==> src/rtl/enoc_source_queue.sv <==
`default_nettype none
// ============================================================================
// Module   : enoc_source_queue
// Purpose  : Node-side injection buffer placed directly upstream of one local
//            port of the ENoC network. Packets offered by the node traffic
//            source are held in a first-word-fall-through FIFO, and the head
//            packet is presented to the network local input using the
//            network's valid/enable handshake. Offers refused while the queue
//            is full are counted in a saturating counter, so the node keeps
//            visibility of back-pressure losses.
// Revision : 1.0 - initial release
// ----------------------------------------------------------------------------
// Parameters
//   PACKET_WIDTH   : bits per packet (matches the network packet width)
//   DEPTH          : number of FIFO entries, power of two, >= 2
//   DROP_CNT_WIDTH : width of the saturating drop counter
// Ports
//   clk          in   1                 single clock, rising edge
//   reset_n      in   1                 asynchronous active-low reset
//   i_data       in   PACKET_WIDTH      packet offered by the node source
//   i_data_val   in   1                 i_data is valid
//   o_en         out  1                 queue can accept (push = val & en)
//   o_data       out  PACKET_WIDTH      head packet to the network
//   o_data_val   out  1                 head valid (queue non-empty)
//   i_en         in   1                 network enable (pop = val & en)
//   o_occupancy  out  $clog2(DEPTH)+1   entry count, 0..DEPTH
//   o_drop_cnt   out  DROP_CNT_WIDTH    refused offers, saturating
// ============================================================================
module enoc_source_queue #(
  parameter int PACKET_WIDTH   = 64,
  parameter int DEPTH          = 8,
  parameter int DROP_CNT_WIDTH = 16
) (
  input  logic                       clk,
  input  logic                       reset_n,
  input  logic [PACKET_WIDTH-1:0]    i_data,
  input  logic                       i_data_val,
  output logic                       o_en,
  output logic [PACKET_WIDTH-1:0]    o_data,
  output logic                       o_data_val,
  input  logic                       i_en,
  output logic [$clog2(DEPTH):0]     o_occupancy,
  output logic [DROP_CNT_WIDTH-1:0]  o_drop_cnt
);

  localparam int ADDR_WIDTH = $clog2(DEPTH);
  localparam int OCC_WIDTH  = ADDR_WIDTH + 1;

  localparam logic [OCC_WIDTH-1:0]      FULL_COUNT = OCC_WIDTH'(DEPTH);
  localparam logic [DROP_CNT_WIDTH-1:0] DROP_MAX   = {DROP_CNT_WIDTH{1'b1}};

  // Pointer wrap relies on natural binary overflow, which is only correct
  // when DEPTH is an exact power of two.
  generate
    if ((DEPTH < 2) || ((DEPTH & (DEPTH - 1)) != 0)) begin : g_bad_depth
      $error("enoc_source_queue: DEPTH must be a power of two and >= 2");
    end
    if (DROP_CNT_WIDTH < 1) begin : g_bad_drop_width
      $error("enoc_source_queue: DROP_CNT_WIDTH must be >= 1");
    end
  endgenerate

  // --------------------------------------------------------------------------
  // State
  // --------------------------------------------------------------------------
  logic [PACKET_WIDTH-1:0]   mem [DEPTH];
  logic [ADDR_WIDTH-1:0]     wr_ptr;
  logic [ADDR_WIDTH-1:0]     rd_ptr;
  logic [OCC_WIDTH-1:0]      occupancy;
  logic [DROP_CNT_WIDTH-1:0] drop_cnt;

  // --------------------------------------------------------------------------
  // Handshake decode. Both flags depend only on registered state plus the
  // partner's valid/enable, so no input ever reaches an output
  // combinationally.
  // --------------------------------------------------------------------------
  logic not_full;
  logic not_empty;
  logic push;
  logic pop;
  logic drop;

  assign not_full  = (occupancy != FULL_COUNT);
  assign not_empty = (occupancy != '0);
  assign push      = i_data_val & not_full;
  assign pop       = not_empty & i_en;
  // A full queue refuses the offer even if a pop frees a slot this cycle;
  // the freed slot becomes visible through o_en on the next cycle.
  assign drop      = i_data_val & ~not_full;

  // --------------------------------------------------------------------------
  // Storage. The array carries no reset: after reset the occupancy counter
  // is zero, so whatever the array still holds is unreachable.
  // --------------------------------------------------------------------------
  always_ff @(posedge clk) begin
    if (push) begin
      mem[wr_ptr] <= i_data;
    end
  end

  // --------------------------------------------------------------------------
  // Pointers and occupancy
  // --------------------------------------------------------------------------
  always_ff @(posedge clk or negedge reset_n) begin
    if (!reset_n) begin
      wr_ptr <= '0;
    end else if (push) begin
      wr_ptr <= wr_ptr + 1'b1;
    end
  end

  always_ff @(posedge clk or negedge reset_n) begin
    if (!reset_n) begin
      rd_ptr <= '0;
    end else if (pop) begin
      rd_ptr <= rd_ptr + 1'b1;
    end
  end

  always_ff @(posedge clk or negedge reset_n) begin
    if (!reset_n) begin
      occupancy <= '0;
    end else begin
      case ({push, pop})
        2'b10:   occupancy <= occupancy + 1'b1;
        2'b01:   occupancy <= occupancy - 1'b1;
        default: occupancy <= occupancy;  // idle, or push and pop cancel
      endcase
    end
  end

  // --------------------------------------------------------------------------
  // Saturating drop counter: sticks at all-ones rather than wrapping, so a
  // large value always means "at least this many lost".
  // --------------------------------------------------------------------------
  always_ff @(posedge clk or negedge reset_n) begin
    if (!reset_n) begin
      drop_cnt <= '0;
    end else if (drop && (drop_cnt != DROP_MAX)) begin
      drop_cnt <= drop_cnt + 1'b1;
    end
  end

  // --------------------------------------------------------------------------
  // Outputs
  // --------------------------------------------------------------------------
  assign o_en        = not_full;
  assign o_data_val  = not_empty;
  assign o_data      = mem[rd_ptr];
  assign o_occupancy = occupancy;
  assign o_drop_cnt  = drop_cnt;

endmodule
`default_nettype wire

==> config.mk <==
export PLATFORM = sky130hd
export DESIGN_NAME = enoc_source_queue
export DESIGN_NICKNAME = d
export VERILOG_FILES = /design/src/rtl/enoc_source_queue.sv
export SDC_FILE = /design/constraint.sdc
export NUM_CORES = 1
export LEC_CHECK = 0
export CORE_UTILIZATION = 30
export CTS_BUF_LIST = sky130_fd_sc_hd__clkbuf_8
export CTS_CLUSTER_SIZE = 14
export DETAILED_ROUTE_END_ITERATION = 7
export PLACE_DENSITY = 0.57
export SYNTH_ARGS = -nofsm -noshare
export SYNTH_HDL_FRONTEND = slang
export SYNTH_SLANG_ARGS = --single-unit
==> constraint.sdc <==
create_clock -name clk -period 6.1 [get_ports clk]
set_input_delay 0.915 -clock clk [delete_from_list [all_inputs] [get_ports clk]]
set_output_delay 0.915 -clock clk [all_outputs]
set_load 0.01 [all_outputs]
==> results.sh, run 1 <==
export IMPL_cts_hold_buffers=0
export IMPL_cap_violations=0
export IMPL_hold_start="o_drop_cnt[15]"
export IMPL_hp_class="reg -> reg"
export IMPL_post_route_min_period_ps=4440
export IMPL_synth_top_area_share_pct=74.6
export IMPL_grt_pass1_wl_mm=66.3
export IMPL_syn_nets=952
export IMPL_rr_endpoint="mem[2][49]"
export IMPL_cts_resized=0
export IMPL_layout_cells_non_filler=2039
export IMPL_clock_skew_final_ps=31.2
export IMPL_tightest_slew_ps=1110
export IMPL_postCtsSetupBuffers=0
export IMPL_ys_top_cells_by_area="edfxtp_1 75%, mux4_2 14%, mux2_2 3.7%"
export IMPL_crit_fanout=40
export IMPL_setup_viol=0
export IMPL_cp_start_kind="flip-flop"
export IMPL_die_area_um2=69700
export IMPL_cts_tree="built"
export IMPL_hold_ws_ps=505
export IMPL_route_final_wire_length_mm=44.3
export IMPL_critPathRequiredTime_ps=5180
export IMPL_max_stage_delay_ps=1000
export IMPL_drt_pass1_iter_count=4
export IMPL_htreeDepth=3
export IMPL_path_cells="buf_4, mux4_2, mux2_2, clkdlybuf4s50_1"
export IMPL_dpl_hpwl_mm=24.6
export IMPL_hold_viol_final=0
export IMPL_r2r_start="o_occupancy[0]"
export IMPL_r2r_slack_ps=2900
export IMPL_synth_flop_cell="edfxtp_1"
export IMPL_final_common_cell="edfxtp_1"
export IMPL_powerDensity_nw_per_um2=463
export IMPL_yosys_warnings=0
export IMPL_yosys_area_top_type="edfxtp_1"
export IMPL_cts_root_buf="clkbuf_8"
export IMPL_antenna_cells=0
export IMPL_fin_setup_tns_ps=0
export IMPL_antenna_left=0
export IMPL_routed_via_density=4.62
export IMPL_port_buffers=153
export IMPL_drive_gt1_share_pct=28.8
export IMPL_whs_endpoint="o_drop_cnt[15]"
export IMPL_grt_max_degree=65
export IMPL_grt_usage_pct=12.8
export IMPL_worst_slack_ps=1660
export IMPL_synth_edf_count=512
export IMPL_cts_clk_slew_worst_paths_ps=60
export IMPL_vias=9417
export IMPL_hold_depth=1
export IMPL_clock_path_buffers=3
export IMPL_syn_area_um2=20600
export IMPL_path_buf_inv=2
export IMPL_synthCells=877
export IMPL_slew_viol_final=0
export IMPL_cp_slowest_cell="dfrtp_4"
export IMPL_ir_drop_mv=0.208
export IMPL_criticalPathCategory="reg -> out"
export IMPL_run_status="finished clean"
export IMPL_syn2layout_area_growth_pct=20.9
export IMPL_slew_limit_headroom_pct=25.8
export IMPL_dp_cells=1882
export IMPL_cts_buffers=89
export IMPL_synthArstFlopShare_pct=4.83
export IMPL_pin_count=154
export IMPL_end_kind="output pin"
export IMPL_synth_seq_cells=538
export IMPL_antenna_found_initial=3
export IMPL_arrival_ps=3530
export IMPL_layout_nets=1175
export IMPL_layout_worst_path_cycle_share_pct=72.8
export IMPL_place_ws_ps=1800
export IMPL_crit_family="flip-flops"
export IMPL_clock_latency_ps=660
export IMPL_place_gp_congestion=0.697
export IMPL_drc_errors=0
export IMPL_p_leak_nw=8.08
export IMPL_r2r_cells=5
export IMPL_overflow=0
export IMPL_core_rowCount=95
export IMPL_wire_per_inst_um=21.7
export IMPL_initial_core_util_pct=30.5
export IMPL_rsz0062_at_grt="false"
export IMPL_synth_distinct_cells=39
export IMPL_grt_pass1_vias=10424
export IMPL_die_y_um=264
export IMPL_ys_seq_area_share_pct=77.8
export IMPL_syn_avg_cell_area_um2=23.5
export IMPL_final_cell_mix="512 x edfxtp_1, 153 x clkdlybuf4s50_1, 128 x mux4_2"
export IMPL_dieWidth_um=264
export IMPL_drt_iter0_markers=530
export IMPL_max_freq_mhz=225
export IMPL_clock_sink_count=538
export IMPL_core_area_um2=67500
[power by group]
| part | total (W) | internal [W] | switching [W] |
|---|---|---|---|
| clock network | 0.00285 | 0.00146 | 0.00139 |
| logic | 0.00371 | 0.00203 | 0.00168 |
| registers | 0.00498 | 0.00464 | 0.000344 |
| total | 0.0115 | 0.00812 | 0.00342 |
[synth_stat cells, types with 3 or more instances]
| cell | n |
|---|---|
| clkbuf_1 | 18 |
| inv_1 | 8 |
| nand3_1 | 5 |
| edfxtp_1 | 512 |
| a21oi_1 | 3 |
| ha_1 | 6 |
| nor2_1 | 9 |
| nand4_1 | 3 |
| mux2_2 | 68 |
| xnor2_1 | 6 |
| nand2_1 | 13 |
| xor2_1 | 14 |
| buf_2 | 16 |
| and3_1 | 5 |
| buf_1 | 3 |
| dfrtp_1 | 26 |
| a211oi_1 | 7 |
| mux4_2 | 128 |
| nand2b_1 | 3 |
[registers in the layout, summed over array words and instances, names as in the netlist]
signal	cells
mem	512
o_drop_cnt	16
o_occupancy	4
rd_ptr	3
wr_ptr	3
[layout make-up]
cell class,instances,area [um2]
Clock buffer,90,1240
Inverter,8,30.0
Tap cell,873,1090
Multi-Input combinational cell,292,4440
Clock inverter,67,338
Timing Repair Buffer,171,1740
Fill cell,6190,42600
Sequential cell,538,16000
[how the worst max path moves through the flow]
stage	start	to	slack [ps]	cells past startpoint
2_1_floorplan	i_data_val	mem[7][0]	1500	3
3_3_place_gp	i_data_val	mem[2][0]	1830	5
3_5_place_dp	i_data_val	mem[2][60]	1800	5
4_1_cts	rd_ptr[0]	o_data[23]	1450	4
5_1_grt	rd_ptr[0]	o_data[23]	1360	4
6_report	rd_ptr[0]	o_data[23]	1660	4
[metrics by stage]
step	power, W	cell area, um2	util (%)
after floorplan	0.00717	20600	-
after global placement	0.00888	23300	34.6
after detailed placement	0.00891	23300	34.6
after CTS	0.0118	24900	36.9
after global routing	0.0122	24900	36.9
final	0.0115	24900	36.9
[metal layers]
layer | wire, um | track usage [%] | vias up | share of wire [%]
met4 | 780 | 4.13 | 4 | 1.8
met3 | 2130 | 3.08 | 63 | 4.8
met1 | 19300 | 16.5 | 4976 | 43
li1 | - | - | 4153 | -
met2 | 22100 | 21.3 | 221 | 50
met5 | 30 | 0 | - | 0.068
[kinds of logic after synthesis]
| group | count (synthesis) | share of synthesized area (%) |
|---|---|---|
| flip-flops | 538 | 77.8 |
| adder cells (fa/ha/maj) | 7 | 0.462 |
| XOR/XNOR | 20 | 0.850 |
| AND/OR/NAND/NOR | 52 | 1.55 |
| AO/OA/AOI/OAI | 15 | 0.540 |
| multiplexers | 198 | 17.8 |
| buffers and inverters | 47 | 1.01 |
Note: power is estimated with default switching activity, not from simulation.
==> run 2: changes to the inputs <==
- PLACE_DENSITY: 0.57 -> 0.55
- clock period: 6.1 -> 4.65 ns (I/O delays scaled with it)
==> run 2 against run 1 <==
Via count rose by 1.5%. Worst hold slack got worse by 98 ps. Non-clock buffer count increased by 16. Global-route usage increased by 0.19 points. Core utilization grew 0.31 points. Largest cell class unchanged.
==> results.sh, run 2 (synthesized netlist as in run 1, its figures left out) <==
export IMPL_port_buffers=153
export IMPL_drt_pass1_iter_count=6
export IMPL_cts_buffers=92
export IMPL_path_cells="buf_4, mux4_2, mux2_2, clkdlybuf4s50_1"
export IMPL_rsz0062_at_grt="false"
export IMPL_run_status="finished clean"
export IMPL_pin_count=154
export IMPL_grt_most_used_layer="met2"
export IMPL_die_y_um=264
export IMPL_criticalPathCategory="reg -> out"
export IMPL_clockPowerShare_pct=25.4
export IMPL_antenna_cells=0
export IMPL_drc_errors=0
export IMPL_end_kind="output pin"
export IMPL_dpl_hpwl_mm=23.4
export IMPL_seqPwrFrac_pct=42.7
export IMPL_setup_viol=0
export IMPL_wire_per_inst_um=21.5
export IMPL_layout_nets=1194
export IMPL_clock_path_buffers=3
export IMPL_die_area_um2=69700
export IMPL_final_cell_mix="512 x edfxtp_1, 153 x clkdlybuf4s50_1, 128 x mux4_2"
export IMPL_switching_share_pct=29.5
export IMPL_ir_drop_mv=0.289
export IMPL_htreeDepth=3
export IMPL_crit_fanout=31
export IMPL_fin_setup_tns_ps=0
export IMPL_route_final_wire_length_mm=44.3
export IMPL_postCtsSetupBuffers=0
export IMPL_grt_pass1_wl_mm=67.4
export IMPL_clock_skew_final_ps=33.9
export IMPL_grt_max_degree=41
export IMPL_antenna_found_initial=1
export IMPL_met1_usage_pct=17.1
export IMPL_cp_slowest_cell="dfrtp_4"
export IMPL_max_freq_mhz=248
export IMPL_routed_via_density=4.65
export IMPL_max_stage_delay_ps=930
export IMPL_p_leak_nw=8.16
export IMPL_grt_usage_pct=13.0
export IMPL_cp_start_kind="flip-flop"
export IMPL_vias=9558
export IMPL_drive_gt1_share_pct=30.9
export IMPL_core_rowCount=95
export IMPL_slew_viol_final=0
export IMPL_fill_cells=6149
export IMPL_final_core_util_pct=37.2
export IMPL_top_register="mem"
export IMPL_tightest_slew_ps=957
export IMPL_path_buf_inv=2
export IMPL_layout_worst_path_cycle_share_pct=86.7
export IMPL_dieWidth_um=264
export IMPL_final_common_cell="edfxtp_1"
export IMPL_drt_iter0_markers=518
export IMPL_crit_family="flip-flops"
export IMPL_cts_clk_slew_worst_paths_ps=60
export IMPL_p_int_w=0.0108
export IMPL_initial_core_util_pct=30.5
export IMPL_globalRouteMet3Util_pct=3.40
export IMPL_hp_class="in -> async"
export IMPL_largest_register_ffs=512
export IMPL_critPathRequiredTime_ps=3950
export IMPL_place_gp_congestion=0.697
export IMPL_clock_latency_ps=680
export IMPL_cts_hold_buffers=0
export IMPL_cap_violations=0
export IMPL_core_area_um2=67500
export IMPL_gr_usage_met2_pct=20.7
export IMPL_hold_viol_final=0
export IMPL_net_switching_power_w=0.00452
export IMPL_post_route_min_period_ps=4030
export IMPL_cts_tree="built"
export IMPL_powerDensity_nw_per_um2=611
export IMPL_grt_pass1_vias=10707
export IMPL_clock_sink_count=538
export IMPL_cts_root_buf="clkbuf_8"
export IMPL_antenna_left=0
export IMPL_overflow=0
export IMPL_slew_limit_headroom_pct=35.8
export IMPL_syn2layout_area_growth_pct=21.9
export IMPL_combPwrFrac_pct=31.9
export IMPL_cts_resized=0
export IMPL_arrival_ps=3340
==> run 2: cell count changes in the layout (fill, tap and decap cells not counted), sizes merged <==
cell    change
buf        +16
clkbuf      +5
clkinv     +14
inv        -18
==> run 2: metrics by stage <==
step	power [W]	hold WS, ps	cells	setup WS [ps]	cell area, um2
2_1_floorplan	0.00941	402	877	268	20600
3_3_place_gp	0.0117	490	1898	1250	23500
3_5_place_dp	0.0117	505	1898	1220	23500
4_1_cts	0.0157	332	2056	450	25100
5_1_grt	0.0162	362	2056	375	25100
6_report	0.0153	407	2056	616	25100
==> run 2: power groups by stage <==
stage	combinational [W]	clock, W	sequential [W]
final	0.00490	0.00389	0.00656
after global routing	0.00526	0.00426	0.00666
after CTS	0.00506	0.00404	0.00659
after detailed placement	0.00503	0	0.00668
after global placement	0.00502	0	0.00665
after floorplan	0.00302	0	0.00639
==> run 2: final cells by class <==
cell class	count	area, um2	share of cell area, %
multi-input cells	292	4440	17.7
clock buffers	95	1310	5.20
clock inverters	63	345	1.37
inverters	8	30.0	0.120
flip-flops and latches	538	16000	63.8
well taps	873	1090	4.35
repair buffers	187	1870	7.46
==> run 2: worst paths after layout <==
kind	start	to	slack, ps	cells after the start
min reg2reg	o_drop_cnt[4]	o_drop_cnt[4]	510	1
min in group clk	o_drop_cnt[4]	o_drop_cnt[4]	510	1
min	reset_n	o_drop_cnt[1]	410	2
max	rd_ptr[0]	o_data[32]	620	4
max reg2reg	o_occupancy[0]	o_occupancy[3]	1820	9
max in group asynchronous	reset_n	rd_ptr[1]	3920	2
==> run 2: per-layer routing <==
layer / wire (um) / vias to the layer above
li1: - / 4196
met4: 1100 / 2
met2: 21200 / 211
met1: 19900 / 5074
met3: 2030 / 75
met5: 17 / -
==> run 3: changes to the inputs <==
- PLACE_DENSITY: 0.55 -> default
- PLACE_DENSITY_LB_ADDON: default -> 0.12
==> run 3 against run 2 <==
Worst hold slack better by 12 ps. Worst setup slack gained 160 ps. Sequential share of layout area is 0.34 points lower. Non-clock buffer count down 8. Core utilization increased by 0.20 points. Clock skew fell by 13 ps.
==> results.sh, run 3 (synthesized netlist as in run 1, its figures left out) <==
export IMPL_post_route_min_period_ps=3880
export IMPL_htreeDepth=3
export IMPL_fin_setup_tns_ps=0
export IMPL_port_buffers=153
export IMPL_largest_register_ffs=512
export IMPL_die_area_um2=69700
export IMPL_r2r_start="o_occupancy[0]"
export IMPL_dpl_hpwl_mm=25.2
export IMPL_final_common_cell="edfxtp_1"
export IMPL_clock_path_buffers=3
export IMPL_cp_start_kind="flip-flop"
export IMPL_syn2layout_area_growth_pct=22.6
export IMPL_layout_worst_path_cycle_share_pct=83.4
export IMPL_rsz0062_at_grt="false"
export IMPL_die_y_um=264
export IMPL_drive_gt1_share_pct=29.8
export IMPL_clock_skew_final_ps=21.0
export IMPL_pin_count=154
export IMPL_vias=9635
export IMPL_routed_via_density=4.68
export IMPL_r2r_slack_ps=1770
export IMPL_final_core_util_pct=37.4
export IMPL_arrival_ps=3180
export IMPL_initial_core_util_pct=30.5
export IMPL_grt_pass1_vias=10682
export IMPL_tightest_slew_ps=961
export IMPL_antenna_found_initial=5
export IMPL_hold_viol_final=0
export IMPL_grt_max_degree=65
export IMPL_cts_tree="built"
export IMPL_run_status="finished clean"
export IMPL_rr_endpoint="o_occupancy[3]"
export IMPL_place_gp_congestion=0.674
export IMPL_antenna_left=0
export IMPL_r2r_cells=9
export IMPL_top_register="mem"
export IMPL_cts_clk_slew_worst_paths_ps=60
export IMPL_cap_violations=0
export IMPL_wire_per_inst_um=22.9
export IMPL_slew_viol_final=0
export IMPL_setup_viol=0
export IMPL_core_rowCount=95
export IMPL_clock_sink_count=538
export IMPL_hp_class="in -> async"
export IMPL_core_area_um2=67500
export IMPL_cts_root_buf="clkbuf_8"
export IMPL_cts_buffers=94
export IMPL_cts_hold_buffers=0
export IMPL_grt_pass1_wl_mm=70.6
export IMPL_final_cell_mix="512 x edfxtp_1, 153 x clkdlybuf4s50_1, 128 x mux4_2"
export IMPL_criticalPathCategory="reg -> out"
export IMPL_ir_drop_mv=0.285
export IMPL_end_kind="output pin"
export IMPL_route_final_wire_length_mm=47.1
export IMPL_crit_fanout=53
export IMPL_grt_usage_pct=13.8
export IMPL_overflow=0
export IMPL_clock_latency_ps=660
export IMPL_max_freq_mhz=258
export IMPL_slew_limit_headroom_pct=35.6
export IMPL_drc_errors=0
export IMPL_postCtsSetupBuffers=0
export IMPL_dieWidth_um=264
export IMPL_drt_pass1_iter_count=6
export IMPL_cts_resized=0
export IMPL_critPathRequiredTime_ps=3950
export IMPL_drt_iter0_markers=587
export IMPL_layout_nets=1188
export IMPL_p_leak_nw=8.19
export IMPL_powerDensity_nw_per_um2=613
[run 3: cell count changes in the layout (fill, tap and decap cells not counted)]
cell,delta
buf_12,+12
buf_4,-20
bufinv_16,+1
clkbuf_8,+2
clkinv_1,+8
clkinv_2,-6
diode_2,+1
inv_1,+5
inv_12,-2
[run 3: worst max-delay path, cell delays in order (launching register included)]
cell and delay (ps):
dfrtp_4 640, buf_12 440, mux4_2 560, mux2_2 280, clkdlybuf4s50_1 540
[run 3: layer usage]
layer | share of wire, % | global-route usage, % | vias to the layer above
met3 | 4.4 | 3.22 | 86
met5 | 0.12 | 0 | -
li1 | - | - | 4198
met2 | 50 | 23.2 | 189
met1 | 43 | 17.5 | 5154
met4 | 1.9 | 4.73 | 8
[run 3: worst max path at each step]
stage,from,endpoint,slack (ps)
6_report,rd_ptr[0],o_data[30],770
5_1_grt,rd_ptr[0],o_data[30],560
4_1_cts,rd_ptr[0],o_data[9],630
3_5_place_dp,i_data_val,mem[1][53],1110
3_3_place_gp,i_data_val,mem[1][48],1140
2_1_floorplan,i_data_val,mem[7][0],270
[run 3: power breakdown]
group	switching, W	total [W]	internal [W]	leakage [nW]
clock network	0.00186	0.00395	0.00209	0.974
registers	0.000377	0.00646	0.00608	4.97
logic	0.00234	0.00508	0.00275	2.24
total	0.00458	0.0155	0.0109	8.19
[run 3: cell type report]
type,instances,area (um2)
fillers,6199,42300
clock buffers,97,1340
well taps,873,1090
multi-input cells,292,4440
repair buffers,179,1960
inverters,8,30.0
diodes,1,2.50
clock inverters,69,362
flip-flops and latches,538,16000
[run 3: per-stage QoR]
step / total power, W / setup slack, ps / cells / instance area (um2) / hold WS [ps]
4_1_cts: 0.0159 / 626 / 2056 / 25300 / 368
2_1_floorplan: 0.00941 / 268 / 877 / 20600 / 402
6_report: 0.0155 / 773 / 2057 / 25300 / 418
5_1_grt: 0.0164 / 560 / 2057 / 25300 / 418
3_3_place_gp: 0.0118 / 1140 / 1890 / 23600 / 496
3_5_place_dp: 0.0118 / 1110 / 1890 / 23600 / 503
